--- src/rtl/pipelined_adder_if.sv ---
// Handshake and data bundle for pipelined_adder.
// The master drives the operands and the output ready. The slave is the adder.
// The nzp_* flags exist only when PIPELINED_ADDER_NZP_EN is defined.
interface pipelined_adder_if #(
   parameter int WIDTH = 16
);
   logic             in_valid;
   logic             in_ready;
   logic [WIDTH-1:0] a;
   logic [WIDTH-1:0] b;
   logic             cin;
   logic             sub;
   logic             out_valid;
   logic             out_ready;
   logic [WIDTH-1:0] sum;
   logic             cout;
   logic             ovf;
`ifdef PIPELINED_ADDER_NZP_EN
   logic             nzp_n;
   logic             nzp_z;
   logic             nzp_p;

   modport master (
      output in_valid, a, b, cin, sub, out_ready,
      input  in_ready, out_valid, sum, cout, ovf, nzp_n, nzp_z, nzp_p
   );
   modport slave (
      input  in_valid, a, b, cin, sub, out_ready,
      output in_ready, out_valid, sum, cout, ovf, nzp_n, nzp_z, nzp_p
   );
`else
   modport master (
      output in_valid, a, b, cin, sub, out_ready,
      input  in_ready, out_valid, sum, cout, ovf
   );
   modport slave (
      input  in_valid, a, b, cin, sub, out_ready,
      output in_ready, out_valid, sum, cout, ovf
   );
`endif
endinterface

--- src/rtl/pipelined_adder.sv ---
// Segmented, pipelined add/subtract unit.
// A WIDTH-bit operation is resolved SEG_WIDTH bits per stage, and the carry is
// registered between stages. Each stage holds one beat under a valid/ready
// handshake. Empty stages always accept data, so bubbles collapse.
// Optional macro PIPELINED_ADDER_NZP_EN adds registered N/Z/P flags of the result.
// WIDTH must be a multiple of SEG_WIDTH.
module pipelined_adder #(
   parameter int WIDTH     = 16,
   parameter int SEG_WIDTH = 8
) (
   input  logic             clk,
   input  logic             rst_n,
   pipelined_adder_if.slave bus
);
   localparam int NUM_SEG = WIDTH / SEG_WIDTH;
   localparam int LAST    = NUM_SEG - 1;

   // Per-stage state. Index k is the register set at the output of stage k.
   logic [NUM_SEG-1:0] w_adv;
   logic [NUM_SEG-1:0] r_valid;
   logic [NUM_SEG-1:0] r_carry;
   logic [WIDTH-1:0]   r_a   [NUM_SEG];
   logic [WIDTH-1:0]   r_b   [NUM_SEG];   // B is already conditionally inverted
   logic [WIDTH-1:0]   r_sum [NUM_SEG];   // low segments resolved so far
   logic               r_ovf;
`ifdef PIPELINED_ADDER_NZP_EN
   logic               r_nzp_n;
   logic               r_nzp_z;
   logic               r_nzp_p;
`endif

   // Ready chain from the output back to the input: a stage moves if it is empty
   // or if the stage after it moves.
   always_comb begin
      w_adv       = '0;
      w_adv[LAST] = !r_valid[LAST] || bus.out_ready;
      for (int k = LAST - 1; k >= 0; k--) begin
         w_adv[k] = !r_valid[k] || w_adv[k+1];
      end
   end

   for (genvar gi = 0; gi < NUM_SEG; gi++) begin : g_stage
      logic               w_v_in;
      logic               w_c_in;
      logic [WIDTH-1:0]   w_a_in;
      logic [WIDTH-1:0]   w_b_in;
      logic [WIDTH-1:0]   w_s_in;
      logic [WIDTH-1:0]   w_s_out;
      logic [SEG_WIDTH:0] w_seg;

      if (gi == 0) begin : g_first
         // Stage 0 folds the subtract into an inverted B and an inverted carry-in.
         assign w_v_in = bus.in_valid;
         assign w_a_in = bus.a;
         assign w_b_in = bus.sub ? ~bus.b : bus.b;
         assign w_c_in = bus.cin ^ bus.sub;
         assign w_s_in = '0;
      end else begin : g_next
         assign w_v_in = r_valid[gi-1];
         assign w_a_in = r_a[gi-1];
         assign w_b_in = r_b[gi-1];
         assign w_c_in = r_carry[gi-1];
         assign w_s_in = r_sum[gi-1];
      end

      // The segment add is one bit wider than the segment. Its MSB is the carry out.
      assign w_seg = {1'b0, w_a_in[gi*SEG_WIDTH +: SEG_WIDTH]}
                   + {1'b0, w_b_in[gi*SEG_WIDTH +: SEG_WIDTH]}
                   + {{SEG_WIDTH{1'b0}}, w_c_in};

      // Merge this segment's result into the partial sum.
      always_comb begin
         w_s_out = w_s_in;
         w_s_out[gi*SEG_WIDTH +: SEG_WIDTH] = w_seg[SEG_WIDTH-1:0];
      end

      // Stage register. It loads only when advancing and holds when stalled.
      always_ff @(posedge clk) begin
         if (!rst_n) begin
            r_valid[gi] <= 1'b0;
            r_carry[gi] <= 1'b0;
            r_a[gi]     <= '0;
            r_b[gi]     <= '0;
            r_sum[gi]   <= '0;
         end else if (w_adv[gi]) begin
            r_valid[gi] <= w_v_in;
            if (w_v_in) begin
               r_carry[gi] <= w_seg[SEG_WIDTH];
               r_a[gi]     <= w_a_in;
               r_b[gi]     <= w_b_in;
               r_sum[gi]   <= w_s_out;
            end
         end
      end

      if (gi == LAST) begin : g_last
         logic w_msb_cin;
         logic w_ovf;
         // Recover the carry into the MSB from the MSB sum bit. This also works when SEG_WIDTH=1.
         assign w_msb_cin = w_a_in[WIDTH-1] ^ w_b_in[WIDTH-1] ^ w_s_out[WIDTH-1];
         assign w_ovf     = w_msb_cin ^ w_seg[SEG_WIDTH];

         // Status flags are registered alongside the final sum.
         always_ff @(posedge clk) begin
            if (!rst_n) begin
               r_ovf   <= 1'b0;
`ifdef PIPELINED_ADDER_NZP_EN
               r_nzp_n <= 1'b0;
               r_nzp_z <= 1'b0;
               r_nzp_p <= 1'b0;
`endif
            end else if (w_adv[gi] && w_v_in) begin
               r_ovf   <= w_ovf;
`ifdef PIPELINED_ADDER_NZP_EN
               r_nzp_n <= w_s_out[WIDTH-1];
               r_nzp_z <= (w_s_out == '0);
               r_nzp_p <= !w_s_out[WIDTH-1] && (w_s_out != '0);
`endif
            end
         end
      end
   end

   assign bus.in_ready  = w_adv[0];
   assign bus.out_valid = r_valid[LAST];
   assign bus.sum       = r_sum[LAST];
   assign bus.cout      = r_carry[LAST];
   assign bus.ovf       = r_ovf;
`ifdef PIPELINED_ADDER_NZP_EN
   assign bus.nzp_n     = r_nzp_n;
   assign bus.nzp_z     = r_nzp_z;
   assign bus.nzp_p     = r_nzp_p;
`endif
endmodule
--- src/flat_wrapper.sv ---
// flat-port wrapper written by rule: the top's interface ports become plain ports
module pipelined_adder_flat 
#(
   parameter int WIDTH     = 16,
   parameter int SEG_WIDTH = 8
)
  (clk, rst_n, bus_in_valid, bus_a, bus_b, bus_cin, bus_sub, bus_out_ready, bus_in_ready, bus_out_valid, bus_sum, bus_cout, bus_ovf);
  pipelined_adder_if #(.WIDTH(WIDTH)) bus_i ();
  input  logic clk;
  input  logic rst_n;
  input wire logic [$bits(bus_i.in_valid)-1:0] bus_in_valid;
  input wire logic [$bits(bus_i.a)-1:0] bus_a;
  input wire logic [$bits(bus_i.b)-1:0] bus_b;
  input wire logic [$bits(bus_i.cin)-1:0] bus_cin;
  input wire logic [$bits(bus_i.sub)-1:0] bus_sub;
  input wire logic [$bits(bus_i.out_ready)-1:0] bus_out_ready;
  output wire logic [$bits(bus_i.in_ready)-1:0] bus_in_ready;
  output wire logic [$bits(bus_i.out_valid)-1:0] bus_out_valid;
  output wire logic [$bits(bus_i.sum)-1:0] bus_sum;
  output wire logic [$bits(bus_i.cout)-1:0] bus_cout;
  output wire logic [$bits(bus_i.ovf)-1:0] bus_ovf;
  assign bus_i.in_valid = bus_in_valid;
  assign bus_i.a = bus_a;
  assign bus_i.b = bus_b;
  assign bus_i.cin = bus_cin;
  assign bus_i.sub = bus_sub;
  assign bus_i.out_ready = bus_out_ready;
  assign bus_in_ready = bus_i.in_ready;
  assign bus_out_valid = bus_i.out_valid;
  assign bus_sum = bus_i.sum;
  assign bus_cout = bus_i.cout;
  assign bus_ovf = bus_i.ovf;
  pipelined_adder #(.WIDTH(WIDTH), .SEG_WIDTH(SEG_WIDTH)) u_core (.clk(clk), .rst_n(rst_n), .bus(bus_i));
endmodule
--- config.mk ---
export PLATFORM = sky130hd
export DESIGN_NAME = pipelined_adder_flat
export DESIGN_NICKNAME = d
export VERILOG_FILES = /design/src/rtl/pipelined_adder_if.sv /design/src/rtl/pipelined_adder.sv /design/src/flat_wrapper.sv
export SDC_FILE = /design/constraint.sdc
export NUM_CORES = 1
export LEC_CHECK = 0
export BUFFER_PORTS_ARGS = -buffer_cell sky130_fd_sc_hd__buf_2
export CORE_MARGIN = 1
export CORE_UTILIZATION = 57
export DETAILED_ROUTE_END_ITERATION = 7
export PLACE_DENSITY = 0.95
export SYNTH_ARGS = -nofsm -noshare
export SYNTH_HDL_FRONTEND = slang
export SYNTH_SLANG_ARGS = --single-unit
--- constraint.sdc ---
create_clock -name clk -period 8.9 [get_ports clk]
set_input_delay 0.89 -clock clk [delete_from_list [all_inputs] [get_ports clk]]
set_output_delay 0.89 -clock clk [all_outputs]
set_load 0.02 [all_outputs]
## After elaboration in Yosys (flattened, before gate mapping)

Memories as Yosys holds them, arrays and structs flattened.
Cells that the tools add are included.

- $add $sub $neg: 4
- Multiplexer cells: 16
- Bitwise logic cells: 11
- Reduce and logical (&&, ||, !) cells: 7

Operator list:

| operator | count |
|---|---|
| 2-to-1 mux 16 bit | 7 |
| adder 8 x 8 -> 9 bit | 2 |
| adder 9 x 1 -> 9 bit | 2 |
| NOT 16 bit | 1 |
| 2-to-1 mux 1 bit | 9 |
| bitwise OR 1 bit | 6 |
| AND reduction 2 bit | 2 |
| XOR 1 bit | 4 |
| logical NOT 1 bit | 2 |
| logical OR 1 bit | 2 |
| logical AND 1 bit | 1 |

- Register bits after elaboration: 5
- Bits in writable memories: 96
- Output and inout port bits: 20
- Word-level logic and storage cells: 46
- Memories kept: 3

Memory list:

| name | words | width | read ports | clocked after Yosys merged registers in | wr ports | line | RTL |
|---|---|---|---|---|---|---|---|
| u_core.r_a | 2 | 16 | 1 | 0 | 2 | pipelined_adder.sv:22 | `logic [WIDTH-1:0] r_a [NUM_SEG];` |
| u_core.r_b | 2 | 16 | 1 | 0 | 2 | pipelined_adder.sv:23 | `logic [WIDTH-1:0] r_b [NUM_SEG];` |
| u_core.r_sum | 2 | 16 | 2 | 0 | 2 | pipelined_adder.sv:24 | `logic [WIDTH-1:0] r_sum [NUM_SEG];` |

## Depth between registers and ports, before layout

Gate-level depths: netlist of the first run.

- Depth after elaboration: 7
- Depth in mapped cells: 10

## Worst setup path after synthesis of the first run

Ideal clock, no wire load.

- Kind: input -> register
- Start: input bus_sub
- End: register u_core.r_carry[0] (netlist: u_core.g_stage[1].w_c_in)
- Arrival: 3,368 ps
- Setup slack: 5,411 ps
- Stages on the path: 10
- Buffers on the path: 2
- Path through: buf_2 buf_2 xor2_1 fa_1 fa_1 a21o_1 a21o_1 a2111oi_2 nor3b_1 o311a_1

- Word-level cells in the longest chain between the ends: 3
- Elaborated cells between the ends (all ways): 4

RTL lines:

| item | line | RTL |
|---|---|---|
| from (decl) | flat_wrapper.sv:15 | `input wire logic [$bits(bus_i.sub)-1:0] bus_sub;` |
| 2-to-1 mux 16 bit | pipelined_adder.sv:55 | `assign w_b_in = bus.sub ? ~bus.b : bus.b;` |
| adder 8 x 8 -> 9 bit | pipelined_adder.sv:68 | `+ {1'b0, w_b_in[gi*SEG_WIDTH +: SEG_WIDTH]}` |
| adder 9 x 1 -> 9 bit * | pipelined_adder.sv:69 | `+ {{SEG_WIDTH{1'b0}}, w_c_in};` |
| to (signal, indexed assignment) | pipelined_adder.sv:88 | `r_carry[gi] <= w_seg[SEG_WIDTH];` |
| to (decl) | pipelined_adder.sv:21 | `logic [NUM_SEG-1:0] r_carry;` |

Mark *: on every way between the ends. The rest lies on a longest branch, timed or not.
A chain may end at the register's enable or synchronous reset.

## Worst setup path in the final report of the first run

Same ends and word-level chain as after synthesis.

==> impl_metrics.env, run 1 <==
export IMPL_max_freq_mhz=309
export IMPL_ys_warn_count=0
export IMPL_synth_cells=200
export IMPL_critPathKind="in2reg"
export IMPL_initial_core_util=0.599
export IMPL_multiInputGateArea_sq_um=1070
export IMPL_synthesis_nets=256
export IMPL_ys_top_cells_by_count="edfxtp_1, nor2_1, and2_1"
export IMPL_synth_cell_type_count=34
export IMPL_power_per_cell_area_nw_per_um2=186
export IMPL_synthSimpleGateAreaFrac=0.135
export IMPL_gr_total_overflow=0
export IMPL_endpoint_kind="flop"
export IMPL_cts_hold_buf=0
export IMPL_grt_max_degree=25
export IMPL_ff_latch_area_sq_um=1300
export IMPL_drc_errors=0
export IMPL_synth_edf_count=40
export IMPL_cts_buffers_inserted=5
export IMPL_path_clk_slew_ps=80
export IMPL_min_from="u_core.bus.ovf"
export IMPL_min_path_type="reg2reg"
export IMPL_drive_gt1_frac=0.267
export IMPL_r2r_start="u_core.r_b[0][8]"
export IMPL_drt_iter0_drc=78
export IMPL_vdd_drop_max_uv=114
export IMPL_async_flop_share=0
export IMPL_dr_pass1_iters=4
export IMPL_htreeDepth=2
export IMPL_r2r_end="u_core.bus.ovf"
export IMPL_placedInstanceArea_sq_um=2730
export IMPL_cap_violations=0
export IMPL_fin_setup_tns_ps=0
export IMPL_n_antenna_cell=0
export IMPL_root_buffer="clkbuf_8"
export IMPL_synth_main_ff_cell="edfxtp_1"
export IMPL_synth_area_leaders="edfxtp_1, ha_1, and2_1, xnor2_1, xor2_1"
export IMPL_yosys_area_top_type="edfxtp_1"
export IMPL_r2r_cells=7
export IMPL_synth_compound_area_frac=0.108
export IMPL_antenna_found_initial=0
export IMPL_cts_tree="done"
export IMPL_crit_path_start_kind="input port"
export IMPL_nNetsFinal=313
export IMPL_hold_depth=2
export IMPL_critPathRequiredTime_ps=9090
export IMPL_grt_pass1_wl_mm=6.15
export IMPL_hold_viol_final=0
export IMPL_io_pins=58
export IMPL_crit_fanout=17
export IMPL_std_cell_rows=23
export IMPL_min_period_ps=3240
export IMPL_synth_mux_area_frac=0
export IMPL_regToRegSetupSlack_ps=6460
export IMPL_finalSetupViolations=0
export IMPL_portBuffers=57
export IMPL_post_cts_buffers=0
export IMPL_cts_resized=0
export IMPL_grt_pass1_vias=1436
export IMPL_vias=1652
export IMPL_avgViaCountPerCell=5.36
export IMPL_synth_top_area_share=0.498
export IMPL_hold_end="u_core.bus.ovf"
export IMPL_synthXorXnorAreaFrac=0.0943
export IMPL_worst_pin_slew_ps=911
export IMPL_core_area_sq_um=4030
export IMPL_post_dp_hpwl_mm=3.08
export IMPL_syn_area_sq_um=2410
export IMPL_arrival_ps=3430
export IMPL_ys_ff_latch=45
export IMPL_place_inst=300
export IMPL_max_slew_margin_rel=0.391
export IMPL_synth_most_common_cell="edfxtp_1"
export IMPL_status="complete, no violations"
export IMPL_dieArea_sq_um=4500
export IMPL_ys_seq_area_frac=0.539
export IMPL_fill_cells=302
export IMPL_fin_area_sq_um=2870
export IMPL_area_delta_synth_final_pct=18.7
export IMPL_finalClockSkew_ps=5.82
export IMPL_postSynthAreaPerCell_sq_um=12.1
export IMPL_gp_congestion=0.834
export IMPL_routed_wl_mm=3.94
export IMPL_synth_top_family_by_area="simple AND/OR/NAND/NOR gates"
export IMPL_die_x_um=67.1
export IMPL_die_h_um=67.1
export IMPL_final_cells=308
export IMPL_drv_slew=0
export IMPL_yosys_area_share_adder=0.106
export IMPL_grt_usage=0.192
export IMPL_wl_per_cell_um=12.8
export IMPL_clock_latency_ps=300
export IMPL_clock_sinks=45
export IMPL_cts_buffer_depth=2
export IMPL_detail_route_antenna_nets=0
export IMPL_fin_crit_sh=0.364
export IMPL_rsz0062_at_grt="no"
export IMPL_p_leak_uw=0.00128
[metrics by stage]
step	utilization	hold WS (ps)	setup WS, ps	total power (uW)
floorplan	-	470	5410	331
global placement	0.678	454	5390	355
detailed placement	0.678	485	5370	360
CTS	0.711	498	5660	535
global route	0.711	521	5500	556
finish	0.711	488	5660	534
[routing by layer]
| layer | GRT usage | part of all wire | wire [um] |
|---|---|---|---|
| met1 | 0.227 | 0.43 | 1690 |
| met2 | 0.318 | 0.49 | 1910 |
| met3 | 0.0445 | 0.065 | 256 |
| met4 | 0.109 | 0.022 | 85 |
| met5 | 0 | 0 | 0 |
[how the worst max path moves through the flow]
stage                  from                  endpoint  slack [ps]  depth (start not counted)
detailed placement  bus_sub  u_core.g_stage[1].w_c_in        5370                          9
CTS                 bus_sub  u_core.g_stage[1].w_c_in        5660                          9
global route        bus_sub        u_core.r_sum[0][6]        5500                          9
floorplan           bus_sub  u_core.g_stage[1].w_c_in        5410                         10
global placement    bus_sub  u_core.g_stage[1].w_c_in        5390                          9
finish              bus_sub  u_core.g_stage[1].w_c_in        5660                          9
[cells in the final DEF (no fill, tap or decap), drive strengths merged]
cell type	n
a2111oi	2
nand3	5
xor2	13
ha	14
or3	1
nor3b	2
fa	4
o21ai	7
clkbuf	5
nor3	2
or2	2
buf	57
o21a	1
nand2b	2
a21oi	8
inv	3
o211ai	1
and3	3
and2	20
a221oi	1
dfxtp	5
o311a	1
clkinv	1
a21o	6
bufinv	2
edfxtp	40
nor2	21
xnor2	13
a211oi	4
o21bai	3
a21boi	2
nand2	6
a211o	1
[area by class of cell]
cell class,count,share of cell area
Sequential cell,45,0.454
Timing Repair Buffer,57,0.0996
Clock inverter,3,0.0227
Tap cell,50,0.0218
Clock buffer,5,0.0240
Multi-Input combinational cell,145,0.374
Inverter,3,0.00393
[where the power goes]
group          switching, uW  total [uW]  internal [uW]
combinational           58.7         103           44.7
clock                   65.4         177            111
sequential              5.05         254            249
[critical path, stage by stage]
cell and delay, ps:
buf_2 360, xor2_1 160, fa_1 460, fa_1 410, a21o_1 170, a21o_1 220
a2111oi_2 360, nor3b_1 100, o311a_1 300
[flip-flops by register name (all words and copies together), names as in the netlist]
register / count
u_core.g_stage.w_v_in: 1
u_core.bus.out_valid: 1
u_core.r_sum: 24
u_core.r_a: 8
u_core.bus.ovf: 1
u_core.r_b: 8
u_core.bus.cout: 1
u_core.g_stage.w_c_in: 1
[cells by family after synthesis]
family	count (synthesis)
xor gates and xnor gates	26
AOI/OAI and AO/OA	37
adders and majority gates	18
and+or+nand+nor	64
DFF	45
buffers and inverters	10
Note: power is estimated with default switching activity, not from simulation.
==> inputs of run 2 (changes only) <==
--- a/config.mk
+++ b/config.mk
@@ -7,9 +7,9 @@
 export LEC_CHECK = 0
 export BUFFER_PORTS_ARGS = -buffer_cell sky130_fd_sc_hd__buf_2
 export CORE_MARGIN = 1
-export CORE_UTILIZATION = 57
+export CORE_UTILIZATION = 53
 export DETAILED_ROUTE_END_ITERATION = 7
-export PLACE_DENSITY = 0.95
+export PLACE_DENSITY = 0.9
 export SYNTH_ARGS = -nofsm -noshare
 export SYNTH_HDL_FRONTEND = slang
 export SYNTH_SLANG_ARGS = --single-unit
==> constraint.sdc (replaced) <==
create_clock -name clk -period 3 [get_ports clk]
set_input_delay 0.3 -clock clk [delete_from_list [all_inputs] [get_ports clk]]
set_output_delay 0.3 -clock clk [all_outputs]
set_load 0.02 [all_outputs]
==> run 2 against run 1 <==
Global-route usage fell by 2.8 points. Core utilization fell by 5.7 points. Die area rose by 7.3%. Combinational power rose to 2.9 times the previous value. Critical path depth did not move. Hold slack got worse by 210 ps.
==> impl_metrics.env, run 2 (same netlist as run 1, synthesis figures left out) <==
export IMPL_nNetsFinal=314
export IMPL_detail_route_antenna_nets=0
export IMPL_die_x_um=69.5
export IMPL_path_clk_slew_ps=80
export IMPL_antenna_found_initial=0
export IMPL_final_cells=311
export IMPL_crit_fanout=10
export IMPL_hold_viol_final=0
export IMPL_std_cell_rows=24
export IMPL_p_leak_uw=0.00127
export IMPL_crit_path_start_kind="input port"
export IMPL_cts_resized=0
export IMPL_status="complete, no violations"
export IMPL_portBuffers=57
export IMPL_largest_registers="u_core.r_sum: 24 flops, u_core.r_a: 8 flops, u_core.r_b: 8 flops"
export IMPL_htreeDepth=2
export IMPL_final_common_cell="buf_2"
export IMPL_post_dp_hpwl_mm=3.00
export IMPL_vdd_drop_max_uv=261
export IMPL_dr_pass1_iters=4
export IMPL_critPathKind="in2reg"
export IMPL_fin_crit_sh=0.847
export IMPL_vias=1590
export IMPL_arrival_ps=2730
export IMPL_rsz0062_at_grt="no"
export IMPL_gr_total_overflow=0
export IMPL_routed_wl_mm=3.72
export IMPL_grt_usage=0.164
export IMPL_place_inst=303
export IMPL_cts_hold_buf=0
export IMPL_hold_slack_ps=280
export IMPL_clock_sinks=45
export IMPL_grt_pass1_vias=1471
export IMPL_cts_buffer_depth=2
export IMPL_initial_core_util=0.554
export IMPL_root_buffer="clkbuf_8"
export IMPL_finalClockSkew_ps=6.66
export IMPL_finalSetupViolations=0
export IMPL_die_h_um=69.5
export IMPL_post_cts_buffers=0
export IMPL_place_ws_ps=162
export IMPL_gp_congestion=0.834
export IMPL_n_antenna_cell=0
export IMPL_avgViaCountPerCell=5.11
export IMPL_wl_per_cell_um=12.0
export IMPL_drv_slew=0
export IMPL_min_path_type="in2reg"
export IMPL_regMostFlops="u_core.r_sum"
export IMPL_drive_gt1_frac=0.263
export IMPL_cap_violations=0
export IMPL_dieArea_sq_um=4830
export IMPL_max_slew_margin_rel=0.403
export IMPL_clock_latency_ps=290
export IMPL_cts_tree="done"
export IMPL_drt_iter0_drc=83
export IMPL_setup_slack_ps=458
export IMPL_layout_common_cells="buf_2, edfxtp_1, nor2_1"
export IMPL_min_period_ps=2540
export IMPL_core_area_sq_um=4350
export IMPL_critPathRequiredTime_ps=3190
export IMPL_worst_pin_slew_ps=893
export IMPL_drc_errors=0
export IMPL_cts_buffers_inserted=5
export IMPL_max_freq_mhz=393
export IMPL_area_delta_synth_final_pct=18.0
export IMPL_power_per_cell_area_nw_per_um2=521
export IMPL_grt_pass1_wl_mm=6.22
export IMPL_grt_max_degree=25
export IMPL_io_pins=58
export IMPL_fin_setup_tns_ps=0
export IMPL_endpoint_kind="flop"
export IMPL_largest_reg_flops=24
==> run 2: cell count changes in the layout (fill, tap and decap cells not counted) <==
cell	previous run	this run
clkinv_1	0	1
clkbuf_1	0	1
buf_4	0	1
clkinv_2	1	0
bufinv_16	2	1
==> run 2: power by group <==
| part | leakage [uW] | switching (uW) | internal (uW) | total (uW) |
|---|---|---|---|---|
| sequential | 0.000475 | 14.5 | 738 | 752 |
| combinational | 0.000740 | 169 | 133 | 301 |
| clock | 0.0000528 | 183 | 246 | 429 |
| total | 0.00127 | 366 | 1120 | 1480 |
==> run 2: final timing paths <==
path | slack [ps] | to | cells past startpoint | start
min reg2reg | 470 | u_core.bus.ovf | 2 | u_core.bus.ovf
min | 280 | u_core.r_a[0][8] | 2 | bus_a[8]
max | 460 | u_core.g_stage[1].w_c_in | 9 | bus_sub
max reg2reg | 570 | u_core.r_sum[1][14] | 7 | u_core.r_b[0][8]
==> run 2: per-layer routing <==
layer | vias up | GRT usage | wire (um)
met2 | 55 | 0.260 | 1720
met4 | 0 | 0.0680 | 43
met5 | - | 0 | 0
met3 | 3 | 0.0451 | 212
li1 | 828 | - | -
met1 | 704 | 0.212 | 1750
==> run 2: through the flow <==
| step | power (uW) | utilization | instance area (sq um) |
|---|---|---|---|
| 2_1_floorplan | 982 | - | 2410 |
| 3_3_place_gp | 1060 | 0.630 | 2740 |
| 3_5_place_dp | 1070 | 0.630 | 2740 |
| 4_1_cts | 1490 | 0.654 | 2850 |
| 5_1_grt | 1550 | 0.654 | 2850 |
| 6_report | 1480 | 0.654 | 2850 |
==> run 2: final cells by class <==
class | count | area, sq um
clock inverters | 2 | 33.8
well taps | 52 | 65.1
multi-input cells | 145 | 1070
fillers | 323 | 1510
repair buffers | 58 | 293
clock buffers | 6 | 72.6
flip-flops and latches | 45 | 1300
inverters | 3 | 11.3
==> run 2: critical path: stages <==
cell and delay [ps]:
buf_2 180, xor2_1 200, fa_1 450, fa_1 420
a21o_1 180, a21o_1 220, a2111oi_2 380, nor3b_1 100
o311a_1 290
